===== src/rtl/mc_ctrl_hs.sv =====
// Multi-cycle MIPS control FSM with instruction/data memory handshakes, wait-state timeout,
// sticky illegal/bus-error flags and HALT. Optional performance counters under MC_PERF_CNT_EN.
module mc_ctrl_hs #(
  parameter int unsigned ALUOP_W = 4,
  parameter int unsigned TIMEOUT = 16,
  parameter int unsigned WAIT_W  = 5
`ifdef MC_PERF_CNT_EN
  ,
  parameter int unsigned CNT_W   = 32
`endif
) (
  input  logic               clk,
  input  logic               reset,
  input  logic [5:0]         opcode,
  input  logic [5:0]         funct,
  input  logic               zero,
  input  logic               sign,
  input  logic               imem_ack,
  input  logic               dmem_ack,
  output logic               imem_req,
  output logic               ir_wre,
  output logic               dmem_req,
  output logic               dmem_we,
  output logic               pc_wre,
  output logic [1:0]         pc_src,
  output logic               reg_wre,
  output logic [1:0]         reg_dst,
  output logic [1:0]         wb_sel,
  output logic               alu_src_b,
  output logic [1:0]         ext_sel,
  output logic [ALUOP_W-1:0] alu_op,
  output logic [2:0]         state_out,
  output logic               illegal,
  output logic               bus_err
`ifdef MC_PERF_CNT_EN
  ,
  output logic [CNT_W-1:0]   cyc_cnt,
  output logic [CNT_W-1:0]   ret_cnt
`endif
);

  typedef enum logic [2:0] {
    StIf   = 3'b000,
    StId   = 3'b001,
    StExe  = 3'b010,
    StMem  = 3'b011,
    StWb   = 3'b100,
    StHalt = 3'b111
  } state_e;

  localparam logic [5:0] OpRtype = 6'b000000;
  localparam logic [5:0] OpAddi  = 6'b001000;
  localparam logic [5:0] OpAddiu = 6'b001001;
  localparam logic [5:0] OpOri   = 6'b001101;
  localparam logic [5:0] OpLui   = 6'b001111;
  localparam logic [5:0] OpLw    = 6'b100011;
  localparam logic [5:0] OpSw    = 6'b101011;
  localparam logic [5:0] OpBeq   = 6'b000100;
  localparam logic [5:0] OpBgtz  = 6'b000111;
  localparam logic [5:0] OpBgez  = 6'b000001;
  localparam logic [5:0] OpJ     = 6'b000010;
  localparam logic [5:0] OpJal   = 6'b000011;

  localparam logic [5:0] FnAdd = 6'b100000;
  localparam logic [5:0] FnSub = 6'b100010;
  localparam logic [5:0] FnAnd = 6'b100100;
  localparam logic [5:0] FnOr  = 6'b100101;
  localparam logic [5:0] FnXor = 6'b100110;
  localparam logic [5:0] FnSlt = 6'b101010;
  localparam logic [5:0] FnJr  = 6'b001000;

  localparam logic [ALUOP_W-1:0] AluAdd = ALUOP_W'(0);
  localparam logic [ALUOP_W-1:0] AluSub = ALUOP_W'(1);
  localparam logic [ALUOP_W-1:0] AluAnd = ALUOP_W'(2);
  localparam logic [ALUOP_W-1:0] AluOr  = ALUOP_W'(3);
  localparam logic [ALUOP_W-1:0] AluXor = ALUOP_W'(4);
  localparam logic [ALUOP_W-1:0] AluSlt = ALUOP_W'(5);
  localparam logic [ALUOP_W-1:0] AluLui = ALUOP_W'(6);

  localparam int unsigned       TimeoutLast = (TIMEOUT == 0) ? 0 : TIMEOUT - 1;
  localparam logic [WAIT_W-1:0] WaitLast    = WAIT_W'(TimeoutLast);

  state_e            state_q, state_d;
  logic [WAIT_W-1:0] wait_q, wait_d;
  logic              illegal_q, illegal_d;
  logic              bus_err_q, bus_err_d;

  logic is_rtype, is_ralu, is_jr, is_j, is_jal, is_lw, is_sw;
  logic is_beq, is_bgtz, is_bgez, is_branch, is_imm, legal, taken, wait_hit;

  always_comb begin
    is_rtype  = (opcode == OpRtype);
    is_ralu   = is_rtype && (funct == FnAdd || funct == FnSub || funct == FnAnd ||
                             funct == FnOr  || funct == FnXor || funct == FnSlt);
    is_jr     = is_rtype && (funct == FnJr);
    is_j      = (opcode == OpJ);
    is_jal    = (opcode == OpJal);
    is_lw     = (opcode == OpLw);
    is_sw     = (opcode == OpSw);
    is_beq    = (opcode == OpBeq);
    is_bgtz   = (opcode == OpBgtz);
    is_bgez   = (opcode == OpBgez);
    is_branch = is_beq || is_bgtz || is_bgez;
    is_imm    = (opcode == OpAddi) || (opcode == OpAddiu) || (opcode == OpOri) ||
                (opcode == OpLui);
    legal     = is_ralu || is_jr || is_j || is_jal || is_lw || is_sw || is_branch || is_imm;
    taken     = is_beq ? zero : (is_bgtz ? (!sign && !zero) : !sign);
    wait_hit  = (TIMEOUT != 0) && (wait_q == WaitLast);
  end

  // ALU/extender controls decoded from the held IR; applied only in EXE/MEM/WB.
  logic [ALUOP_W-1:0] alu_op_dec;
  logic               alu_src_b_dec;
  logic [1:0]         ext_sel_dec;

  always_comb begin
    alu_op_dec    = AluAdd;
    alu_src_b_dec = 1'b1;
    ext_sel_dec   = 2'd1;
    if (is_rtype) begin
      alu_src_b_dec = 1'b0;
      ext_sel_dec   = 2'd0;
      case (funct)
        FnSub:   alu_op_dec = AluSub;
        FnAnd:   alu_op_dec = AluAnd;
        FnOr:    alu_op_dec = AluOr;
        FnXor:   alu_op_dec = AluXor;
        FnSlt:   alu_op_dec = AluSlt;
        default: alu_op_dec = AluAdd;
      endcase
    end else if (opcode == OpAddiu) begin
      ext_sel_dec = 2'd0;
    end else if (opcode == OpOri) begin
      alu_op_dec  = AluOr;
      ext_sel_dec = 2'd0;
    end else if (opcode == OpLui) begin
      alu_op_dec  = AluLui;
      ext_sel_dec = 2'd2;
    end else if (is_beq) begin
      // B comes from rt; the sign-extended immediate serves the branch target.
      alu_op_dec    = AluSub;
      alu_src_b_dec = 1'b0;
    end else if (is_bgtz || is_bgez) begin
      alu_op_dec  = AluSub;
      ext_sel_dec = 2'd3;
    end
  end

  logic imem_req_c, ir_wre_c, dmem_req_c, dmem_we_c, pc_wre_c, reg_wre_c;

  always_comb begin
    state_d    = state_q;
    wait_d     = '0;
    illegal_d  = illegal_q;
    bus_err_d  = bus_err_q;
    imem_req_c = 1'b0;
    ir_wre_c   = 1'b0;
    dmem_req_c = 1'b0;
    dmem_we_c  = 1'b0;
    pc_wre_c   = 1'b0;
    reg_wre_c  = 1'b0;
    pc_src     = 2'd0;
    reg_dst    = 2'd0;
    wb_sel     = 2'd0;
    alu_op     = AluAdd;
    alu_src_b  = 1'b0;
    ext_sel    = 2'd0;
    if (state_q == StExe || state_q == StMem || state_q == StWb) begin
      alu_op    = alu_op_dec;
      alu_src_b = alu_src_b_dec;
      ext_sel   = ext_sel_dec;
    end
    case (state_q)
      StIf: begin
        imem_req_c = 1'b1;
        if (imem_ack) begin
          ir_wre_c = 1'b1;
          state_d  = StId;
        end else if (wait_hit) begin
          bus_err_d = 1'b1;
          state_d   = StHalt;
        end else begin
          wait_d = wait_q + WAIT_W'(1);
        end
      end
      StId: begin
        if (!legal) begin
          illegal_d = 1'b1;
          state_d   = StHalt;
        end else if (is_j || is_jal) begin
          pc_wre_c = 1'b1;
          pc_src   = 2'd3;
          state_d  = StIf;
          if (is_jal) begin
            reg_wre_c = 1'b1;
            reg_dst   = 2'd2;
            wb_sel    = 2'd2;
          end
        end else if (is_jr) begin
          pc_wre_c = 1'b1;
          pc_src   = 2'd2;
          state_d  = StIf;
        end else begin
          state_d = StExe;
        end
      end
      StExe: begin
        if (is_branch) begin
          pc_wre_c = 1'b1;
          pc_src   = taken ? 2'd1 : 2'd0;
          state_d  = StIf;
        end else if (is_lw || is_sw) begin
          state_d = StMem;
        end else begin
          state_d = StWb;
        end
      end
      StMem: begin
        dmem_req_c = 1'b1;
        dmem_we_c  = is_sw;
        if (dmem_ack) begin
          if (is_sw) begin
            pc_wre_c = 1'b1;
            state_d  = StIf;
          end else begin
            state_d = StWb;
          end
        end else if (wait_hit) begin
          bus_err_d = 1'b1;
          state_d   = StHalt;
        end else begin
          wait_d = wait_q + WAIT_W'(1);
        end
      end
      StWb: begin
        reg_wre_c = 1'b1;
        pc_wre_c  = 1'b1;
        reg_dst   = is_rtype ? 2'd1 : 2'd0;
        wb_sel    = is_lw ? 2'd1 : 2'd0;
        state_d   = StIf;
      end
      default: state_d = StHalt;
    endcase
  end

  always_ff @(posedge clk) begin
    if (reset) begin
      state_q   <= StIf;
      wait_q    <= '0;
      illegal_q <= 1'b0;
      bus_err_q <= 1'b0;
    end else begin
      state_q   <= state_d;
      wait_q    <= wait_d;
      illegal_q <= illegal_d;
      bus_err_q <= bus_err_d;
    end
  end

  // Strobes are forced low for the whole reset cycle, whatever state is held.
  assign imem_req  = imem_req_c & ~reset;
  assign ir_wre    = ir_wre_c & ~reset;
  assign dmem_req  = dmem_req_c & ~reset;
  assign dmem_we   = dmem_we_c & ~reset;
  assign pc_wre    = pc_wre_c & ~reset;
  assign reg_wre   = reg_wre_c & ~reset;
  assign state_out = state_q;
  assign illegal   = illegal_q;
  assign bus_err   = bus_err_q;

`ifdef MC_PERF_CNT_EN
  logic [CNT_W-1:0] cyc_cnt_q, cyc_cnt_d, ret_cnt_q, ret_cnt_d;

  always_comb begin
    cyc_cnt_d = (state_q != StHalt) ? cyc_cnt_q + CNT_W'(1) : cyc_cnt_q;
    ret_cnt_d = pc_wre_c ? ret_cnt_q + CNT_W'(1) : ret_cnt_q;
  end

  always_ff @(posedge clk) begin
    if (reset) begin
      cyc_cnt_q <= '0;
      ret_cnt_q <= '0;
    end else begin
      cyc_cnt_q <= cyc_cnt_d;
      ret_cnt_q <= ret_cnt_d;
    end
  end

  assign cyc_cnt = cyc_cnt_q;
  assign ret_cnt = ret_cnt_q;
`endif

endmodule

===== config.mk =====
export PLATFORM = sky130hd
export DESIGN_NAME = mc_ctrl_hs
export DESIGN_NICKNAME = d
export VERILOG_FILES = /design/src/rtl/mc_ctrl_hs.sv
export SDC_FILE = /design/constraint.sdc
export NUM_CORES = 1
export LEC_CHECK = 0
export ABC_AREA = 1
export CAP_MARGIN = 20
export CORE_MARGIN = 10
export CORE_UTILIZATION = 43
export CTS_BUF_LIST = sky130_fd_sc_hd__clkbuf_16
export CTS_CLUSTER_DIAMETER = 100
export DETAILED_ROUTE_END_ITERATION = 12
export GPL_ROUTABILITY_DRIVEN = 0
export PLACE_DENSITY = 0.91
export SYNTH_ARGS = -nofsm -noshare
export SYNTH_HDL_FRONTEND = slang
export SYNTH_SLANG_ARGS = --single-unit

===== constraint.sdc =====
create_clock -name clk -period 3.1 [get_ports clk]
set_input_delay 0.465 -clock clk [delete_from_list [all_inputs] [get_ports clk]]
set_output_delay 0.465 -clock clk [all_outputs]
set_load 0.02 [all_outputs]

==> qor.yml <==
global_routing:
  grt_max_degree: 13
  grt.busiest_layer: "met2"
  first_global_vias: 1211
  grtUsageTotal_pct: 13.5
  grt_use_met1_pct: 14.7
  grt-ovfl-total: 0
  grt_pass1_wl_microns: 5020
  antenna_found_initial: 0
  grt_util_met2_pct: 23.3
  met3_usage_pct: 5.38
cts:
  tritoncts: "built"
  cts.sinks: 10
  clkTransAtPathRegs_ns: 0.04
  numCtsBuffers: 3
  postCtsHoldBufs: 0
  htree_num_levels: 1
  post_cts_buffers: 0
  clock_latency_ns: 0.24
  cts_resized: 0
  cts_buffer_depth: 2
  clockRootBuffer: "clkbuf_16"
critical_path:
  critPathArrivalTime_ns: 2.50
  end_kind: "primary output"
  cp_slowest_stage_delay_ns: 0.60
  timing.critical_path.buf_inv: 4
  cp.required_ns: 2.63
  worstSetupPathType: "in -> out"
  crit_chain: "clkdlybuf4s50_1 -> nor2_2 -> inv_2 -> nor2_4 -> nand2_2 -> nand2_1 -> nand2_1 -> nand2_1 -> o21ai_1 -> inv_1 -> clkdlybuf4s50_1"
  cp_top_family: "buffers and inverters"
  slowest_stage: "clkdlybuf4s50_1"
  path_common_cell: "nand2_1"
  path_max_fanout: 7
  start_kind: "input port"
die:
  core_sq_um: 2230
  dieHeight_microns: 68.5
  dieWidth_microns: 68.5
  initial_core_util_pct: 45.2
  ios: 42
  dieArea_sq_um: 4690
  row_count: 17
synth:
  syn_area_sq_um: 1010
  ys_async_sr_fraction_pct: 0
  synth_area_per_cell_sq_um: 5.52
  ys_ff_latch: 10
  muxShareOfSynthArea_pct: 0
  synthTopCellsByCount: "37 x nand2_1, 35 x nor2_1, 32 x inv_1"
  synth_simple_gate_area_share_pct: 54.0
  synth_compound_area_share_pct: 7.68
  yosysTopAreaCell: "dfxtp_1"
  ys_types: 27
  netlist_instances: 183
  synth_top_family_by_area: "simple AND/OR/NAND/NOR gates"
  yosysWarnings: 0
  yosysMostFrequentCell: "nand2_1"
  synth_top_area_share_pct: 19.8
  ys.flop_type: "dfxtp_1"
  ys_top_cells_by_area: "dfxtp_1 20%, nand2_1 14%, nor2_1 13%"
  syn_nets: 202
  synth-xor-area-share_pct: 0.867
  synth_edf_count: 0
  synth_seq_area_share_pct: 19.8
  synth_fa_ha_area_share_pct: 1.24
sta:
  fin_worst_skew_ns: 0.00350
  max_freq_mhz: 337
  period_needed_ns: 2.97
  setup_viol: 0
  finalSetupTns_ns: 0
  hold_violations: 0
  rsz0062_at_grt: "false"
  fin_crit_sh_pct: 95.8
  maxSlewViolCount: 0
  hold_slack_ns: 0.470
drt:
  drtAntennaViolNets: 0
  drc: 0
  vias_per_cell: 4.87
  drtPass1Iterations: 4
  wl_per_cell_microns: 12.4
  wl_microns: 3110
  drt-initial-drc-count: 70
  vias: 1228
finish:
  antenna_cells: 0
  regArea_sq_um: 200
  post-route-util_pct: 67.5
  num-nets-final: 244
  area_growth_pct: 49.3
  drive_gt1_share_pct: 10.3
  fillers: 211
  stdcell_count: 252
  multiInputGateArea_sq_um: 648
hold_path:
  min-delay-path-class: "reg -> reg"
power:
  peakVddDrop_mv: 0.510
  power_density_nw_per_um2: 592
  leakage_nw: 0.739
run:
  drv_cap: 0
status:
  outcome: "finished, final reports clean"
placed_design:
  hpwlAfterDp_microns: 2500
  io_buffers: 40
  placed_cells: 248
## final cells by class
cell class | count | area share (%)
Clock buffer | 3 | 4.98
Clock inverter | 1 | 0.249
Inverter | 38 | 9.46
Multi-Input combinational cell | 132 | 43.0
Sequential cell | 10 | 13.3
Tap cell | 28 | 2.32
Timing Repair Buffer | 40 | 26.7
## state kept, by name, indices dropped and copies added, names as in the netlist
signal and cells:
illegal 1, bus_err 1, wait_q 5, state_out 3
## kinds of logic (layout without fill, tap and decap cells)
| kind of cell | after synthesis | count (layout) |
|---|---|---|
| fa+ha+maj | 1 | 1 |
| other cells | 1 | 1 |
| xor+xnor | 1 | 1 |
| buf+inv | 41 | 82 |
| flops | 10 | 10 |
| simple gates | 115 | 115 |
| compound gates | 14 | 14 |
## layer usage
| layer | wire (microns) | vias up |
|---|---|---|
| met5 | 0 | - |
| met4 | 44 | 0 |
| met3 | 274 | 4 |
| met2 | 1490 | 38 |
| met1 | 1300 | 531 |
| li1 | - | 655 |
## power breakdown
part	switching, mW	internal, mW	leakage, nW
Combinational	0.280	0.190	0.619
Sequential	0.0362	0.156	0.0815
Clock	0.0617	0.169	0.0385
## tightest hold or removal path, cell delays in order (launching register included)
cell     delay [ns]
dfxtp_1        0.31
inv_1          0.05
a21oi_1        0.06
## per-stage QoR
step	power, mW	instance area (sq um)	setup WS, ns
after floorplan	0.468	1010	1.02
after global placement	0.650	1430	0.206
after detailed placement	0.659	1430	0.135
after CTS	0.898	1510	0.142
after global routing	0.956	1510	0.00700
final	0.893	1510	0.131
## path summary, 6_finish.rpt
check / from / endpoint / slack, ns / depth (start not counted)
hold reg to reg: illegal$_SDFFE_PP0P_ / illegal$_SDFFE_PP0P_ / 0.47 / 2
hold / removal: illegal$_SDFFE_PP0P_ / illegal$_SDFFE_PP0P_ / 0.47 / 2
setup reg to reg: wait_q[0]$_SDFF_PP0_ / state_out[2]$_SDFF_PP0_ / 1.53 / 9
setup / recovery: opcode[3] / pc_wre / 0.13 / 11
## cells in the final DEF, fill, tap and decap left out, types with 3 or more instances in the layout
| master | count |
|---|---|
| inv_2 | 6 |
| a21oi_1 | 7 |
| nand2_2 | 3 |
| nor3_2 | 4 |
| dfxtp_1 | 10 |
| nor3_1 | 7 |
| clkbuf_16 | 3 |
| clkdlybuf4s50_1 | 39 |
| nor2_1 | 35 |
| nor2_2 | 3 |
| inv_1 | 32 |
| nand3_1 | 16 |
| nand2_1 | 37 |
| nand4_1 | 5 |
(Power assumes the default switching activity.)
==> RTL change 1: new RTL, same flow settings <==
`ALUOP_W`: 4 -> 5.
--- a/src/rtl/mc_ctrl_hs.sv
+++ b/src/rtl/mc_ctrl_hs.sv
@@ -3,3 +3,3 @@
 module mc_ctrl_hs #(
-  parameter int unsigned ALUOP_W = 4,
+  parameter int unsigned ALUOP_W = 5,
   parameter int unsigned TIMEOUT = 16,
Interface: changed (resized alu_op); port bits go from 42 to 43. The function was not compared with the original's and may differ.
==> RTL change 1 against the unedited design <==
- sequential cell count did not move
- total power fell by 1.0%
- hold slack got worse by 0.022 ns
- routed wire length fell by 2.1%
- die area rose by 0.51%
- synthesized cell count rose by 0.55%
- synthesized area rose by 0.74%
- utilization rose by 0.22 points
- critical endpoint is now pc_src[0]
- setup slack improved by 0.016 ns
- global-route usage fell by 0.56 points
- first-iteration DRC count fell by 10%
- design area rose by 0.33%
==> RTL change 1: results (changes against the unedited design) <==
- Crit path DAT: 2.49 ns (was 2.50 ns)
- M1 WL: 1.24 mm (was 1.30 mm)
- Longest Clk Path Bufs: 2 (unchanged)
- Synth area leaders: dfxtp_1, nand2_1, nor2_1 (unchanged)
- Synth cell count leaders: nand2_1, nor2_1, inv_1 (unchanged)
- Initial drt markers: 63 (was 70)
- Routed via count: 1250 (was 1228)
- Critical path's top delay family: buffers and inverters (unchanged)
- Leak Pwr: 0.741 nW (was 0.739 nW)
- CTS buffer count: 3 (unchanged)
- Post-synthesis sequential area ratio: 0.197 (was 0.198)
- Skew final: 0.00167 ns (was 0.00350 ns)
- Ys flop type: dfxtp_1 (unchanged)
- Critical Path Fanout Max: 5 (was 7)
- Peak supply drop: 550 uV (was 510 uV)
- WL met3: 335 um (was 274 um)
- Cts repair resizes: 0 (unchanged)
- Combinational cell power: 469 uW (was 470 uW)
- Fill cells: 193 (was 211)
- Post-DP HPWL: 2.40 mm (was 2.50 mm)
- Gr usage total: 0.129 (was 0.135)
- Met2 WL post-DR: 1.44 mm (was 1.49 mm)
- Number of global-route vias before repair: 1200 (was 1211)
- Routed length per placed instance: 12.1 um (was 12.4 um)
- Clock Power Share: 0.251 (was 0.259)
- Later-pin clock latency in the skew report: 0.23 ns
- # nets final: 245 (was 244)
- Status: complete, no violations (unchanged)
- Max stage delay cell, worst path: clkdlybuf4s50_1 (unchanged)
- Async SR Flop Fraction: 0 (unchanged)
- YS warnings: 0 (unchanged)
- Psw: 371 uW (was 378 uW)
- Worst min path class: register to register (unchanged)
- First-pass GRT wire length: 4.94 mm (was 5.02 mm)
- Met3 Use GR: 0.0596 (was 0.0538)
- Met2 usage: 0.232 (was 0.233)
- Biggest register: wait_q (unchanged)
- Maximum single-stage delay on the critical path: just over 0.6 ns
- Max reg flops: 5 (unchanged)
- Fraction of layout cells with a size suffix above 1: 0.103 (unchanged)
- GR met1 Demand/Resource: 0.138 (was 0.147)
- Distinct cells, synth: 27 (unchanged)
## RTL change 1: cell count changes after synthesis
cell   unedited run  this run
buf_4             2         3
## RTL change 1: cell type report
cell class                      instances  area, um2  share of cell area
Sequential cell                        10        200               0.132
Tap cell                               28       35.0              0.0232
Multi-Input combinational cell        133        657               0.434
Clock buffer                            3       75.1              0.0496
Timing Repair Buffer                   40        403               0.266
Inverter                               38        143              0.0943
## RTL change 1: final timing paths
kind	start	to	slack (ns)	cells past startpoint
setup / recovery	opcode[2]	pc_src[0]	0.15	10
hold / removal	illegal	illegal	0.45	2
setup reg to reg	wait_q[0]	state_out[2]	1.56	9
hold reg to reg	illegal	illegal	0.45	2
## RTL change 1: cells by family (layout without fill, tap and decap cells)
family / count (synthesis) / count (layout) / share of synthesized area
compound gates: 14 / 14 / 0.0763
other cells: 1 / 2 / 0.00369
xor+xnor: 1 / 1 / 0.00861
fa+ha+maj: 1 / 1 / 0.0123
buf+inv: 42 / 81 / 0.166
flops: 10 / 10 / 0.197
simple gates: 115 / 115 / 0.536
## RTL change 1: worst min-delay path: cells and delay by family (launching register included)
kind                   cells  cell delay [ns]
flip-flops                 1             0.30
buffers and inverters      1             0.05
AO/OA/AOI/OAI              1             0.05
## RTL change 1: through the flow
stage / instances / power [mW] / hold WS (ns) / worst slack (ns) / area [um2]
floorplan: 185 / 0.470 / 0.418 / 1.02 / 1020
global placement: 249 / 0.652 / 0.433 / 0.174 / 1430
detailed placement: 249 / 0.658 / 0.443 / 0.0768 / 1430
CTS: 252 / 0.887 / 0.451 / 0.0544 / 1510
global route: 252 / 0.945 / 0.490 / 0.00850 / 1510
finish: 252 / 0.884 / 0.449 / 0.146 / 1510
==> RTL change 2: new RTL, same settings <==
Without the edit above. Put one more register stage on the output `bus_err`, without a reset. The value now appears one clock later. The other outputs are not delayed to match.
--- a/src/rtl/mc_ctrl_hs.sv
+++ b/src/rtl/mc_ctrl_hs.sv
@@ -268,3 +268,5 @@
   assign illegal   = illegal_q;
-  assign bus_err   = bus_err_q;
+  always_ff @(posedge clk) begin
+    bus_err <= bus_err_q;
+  end
 
Formal check against the unedited RTL: same outputs for any inputs over 10 cycles, from zero or initial values and one cycle with reset high; that may be too few to reach the edited logic, so the function may still have changed.
==> RTL change 2 against the unedited design <==
- sequential share of layout area up 1.1 points
- non-clock buffer count did not move
- maximum frequency up 1.7%
- design area grew 1.6%
- synthesized area rose by 2.6%
- die area increased by 1.8%
- hold slack got worse by 0.11 ns
- setup slack better by 0.051 ns
- sequential cell count rose by 1
- routed wire length is 0.22% lower
- total power is 9.3% higher
- critical endpoint unchanged
==> RTL change 2: results (changes against the unedited design) <==
- Initial drt markers: 68 (was 70)
- Gr usage total: 0.129 (was 0.135)
- Routed length per placed instance: 12.6 um (was 12.4 um)
- Max reg flops: 5 (unchanged)
- Worst Hold Endpoint: bus_err (was illegal)
- Post-DP HPWL: 2.50 mm (about the same)
- Distinct cells, synth: 30 (was 27)
- Cell count after synthesis: 177 (was 183)
- Hold-critical path depth: 0 (was 2)
- Reg2reg setup slack: 1.53 ns (about the same)
- Fill cells: 194 (was 211)
- Largest net degree at the start of global routing: 12 (was 13)
- Longest Clk Path Bufs: 2 (unchanged)
- # nets final: 238 (was 244)
- Critical R2R Capture: state_out[2] (unchanged)
- Max stage delay cell, worst path: clkdlybuf4s50_1 (unchanged)
- DRT Pass-1 Iters: 4 (unchanged)
- Area after DPL: 0.00145 mm2 (was 0.00143 mm2)
- Drt total wl: 3.11 mm (about the same)
- Via density: 5.00 (was 4.87)
- Clock Tree Root: clkbuf_16 (unchanged)
- Critical Path Fanout Max: 4 (was 7)
- Number of global-route vias before repair: 1208 (was 1211)
- Final worst hold slack: 0.357 ns (was 0.470 ns)
- Postcts setup bufs: 0 (unchanged)
- Clock-pin slew on the worst setup and hold paths: 0.04 ns (about the same)
- CTS H-tree depth: 1 (unchanged)
- Leak Pwr: 0.695 nW (was 0.739 nW)
- YS warnings: 0 (unchanged)
- Worst r2r src: wait_q[0] (unchanged)
- Peak supply drop: 456 uV (was 510 uV)
- CTS buffer count: 3 (unchanged)
- Post-place setup slack: 0.181 ns (was 0.135 ns)
- Antenna violations before repair: 0 (unchanged)
- Critical hold path startpoint: bus_err_q (was illegal)
- Syn Nets: 196 (was 202)
- Fraction of layout cells with a size suffix above 1: 0.133 (was 0.103)
- Port bufs: 40 (unchanged)
- Maximum single-stage delay on the critical path: around 0.6 ns
- Crit path from: opcode[0] (was opcode[3])
- Later-pin clock latency in the skew report: 0.24 ns (about the same)
- Synth area leaders: dfxtp_1, nand2_1, nor2_1 (unchanged)
- Async SR Flop Fraction: 0 (unchanged)
- Worst min path class: register to register (unchanged)
- Inserted Diodes: 0 (unchanged)
- Synth cell count leaders: nand2_1, nor2_1, inv_1 (unchanged)
- Post-synthesis sequential area ratio: 0.213 (was 0.198)
- Ys flop type: dfxtp_1 (unchanged)
- Biggest register: wait_q (unchanged)
- Skew final: 0.00131 ns (was 0.00350 ns)
- Reg2Reg Depth: 7 (was 9)
- Status: complete, no violations (unchanged)
- First-pass GRT wire length: 5.40 mm (was 5.02 mm)
RTL change 2: cell types whose count changed in the layout (fill, tap and decap cells not counted), sizes merged, moves of 2 or more:
cell / change
inv: -5
nor2: -4
a21oi: +3
nand2: -2
nand4: -2
o21ai: +2
RTL change 2: how the worst max path moves through the flow:
stage / end / slack [ns] / depth (start not counted)
floorplan: reg_wre / 1.16 / 6
finish: pc_wre / 0.18 / 10
detailed placement: pc_wre / 0.18 / 11
CTS: pc_wre / 0.18 / 11
global route: alu_op[1] / 0.04 / 9
global placement: pc_wre / 0.20 / 10
RTL change 2: cell families after synthesis:
family | after synthesis | share of synthesized area
simple gates | 106 | 0.498
buf+inv | 36 | 0.138
compound gates | 20 | 0.120
other cells | 1 | 0.00362
fa+ha+maj | 1 | 0.0121
flops | 11 | 0.213
xor+xnor | 2 | 0.0169
RTL change 2: worst max-delay path, delay by kind of cell:
kind | cells | cell delay, ns
simple gates | 4 | 0.53
buf+inv | 4 | 1.27
compound gates | 2 | 0.19
RTL change 2: metal layers:
layer  track usage  part of all wire  wire, um  vias up
li1              -                 -         -      641
met3        0.0314             0.055       172        5
met5             0                 0         0        -
met2         0.220              0.50      1540       39
met1         0.149              0.43      1350      544
met4        0.0554             0.014        42        0
RTL change 2: power breakdown:
group / internal (mW) / total (mW) / switching, mW
logic: 0.215 / 0.535 / 0.320
clock network: 0.169 / 0.230 / 0.0611
registers: 0.173 / 0.210 / 0.0378
total: 0.557 / 0.976 / 0.419
RTL change 2: cell type report:
| type | count | area [um2] | area share |
|---|---|---|---|
| timing repair buffer | 40 | 400 | 0.261 |
| inverter | 33 | 124 | 0.0809 |
| clock inverter | 1 | 3.75 | 0.00245 |
| tap | 28 | 35.0 | 0.0229 |
| clock buffer | 3 | 75.1 | 0.0490 |
| multi-input combinational | 130 | 673 | 0.440 |
| sequential | 11 | 220 | 0.144 |
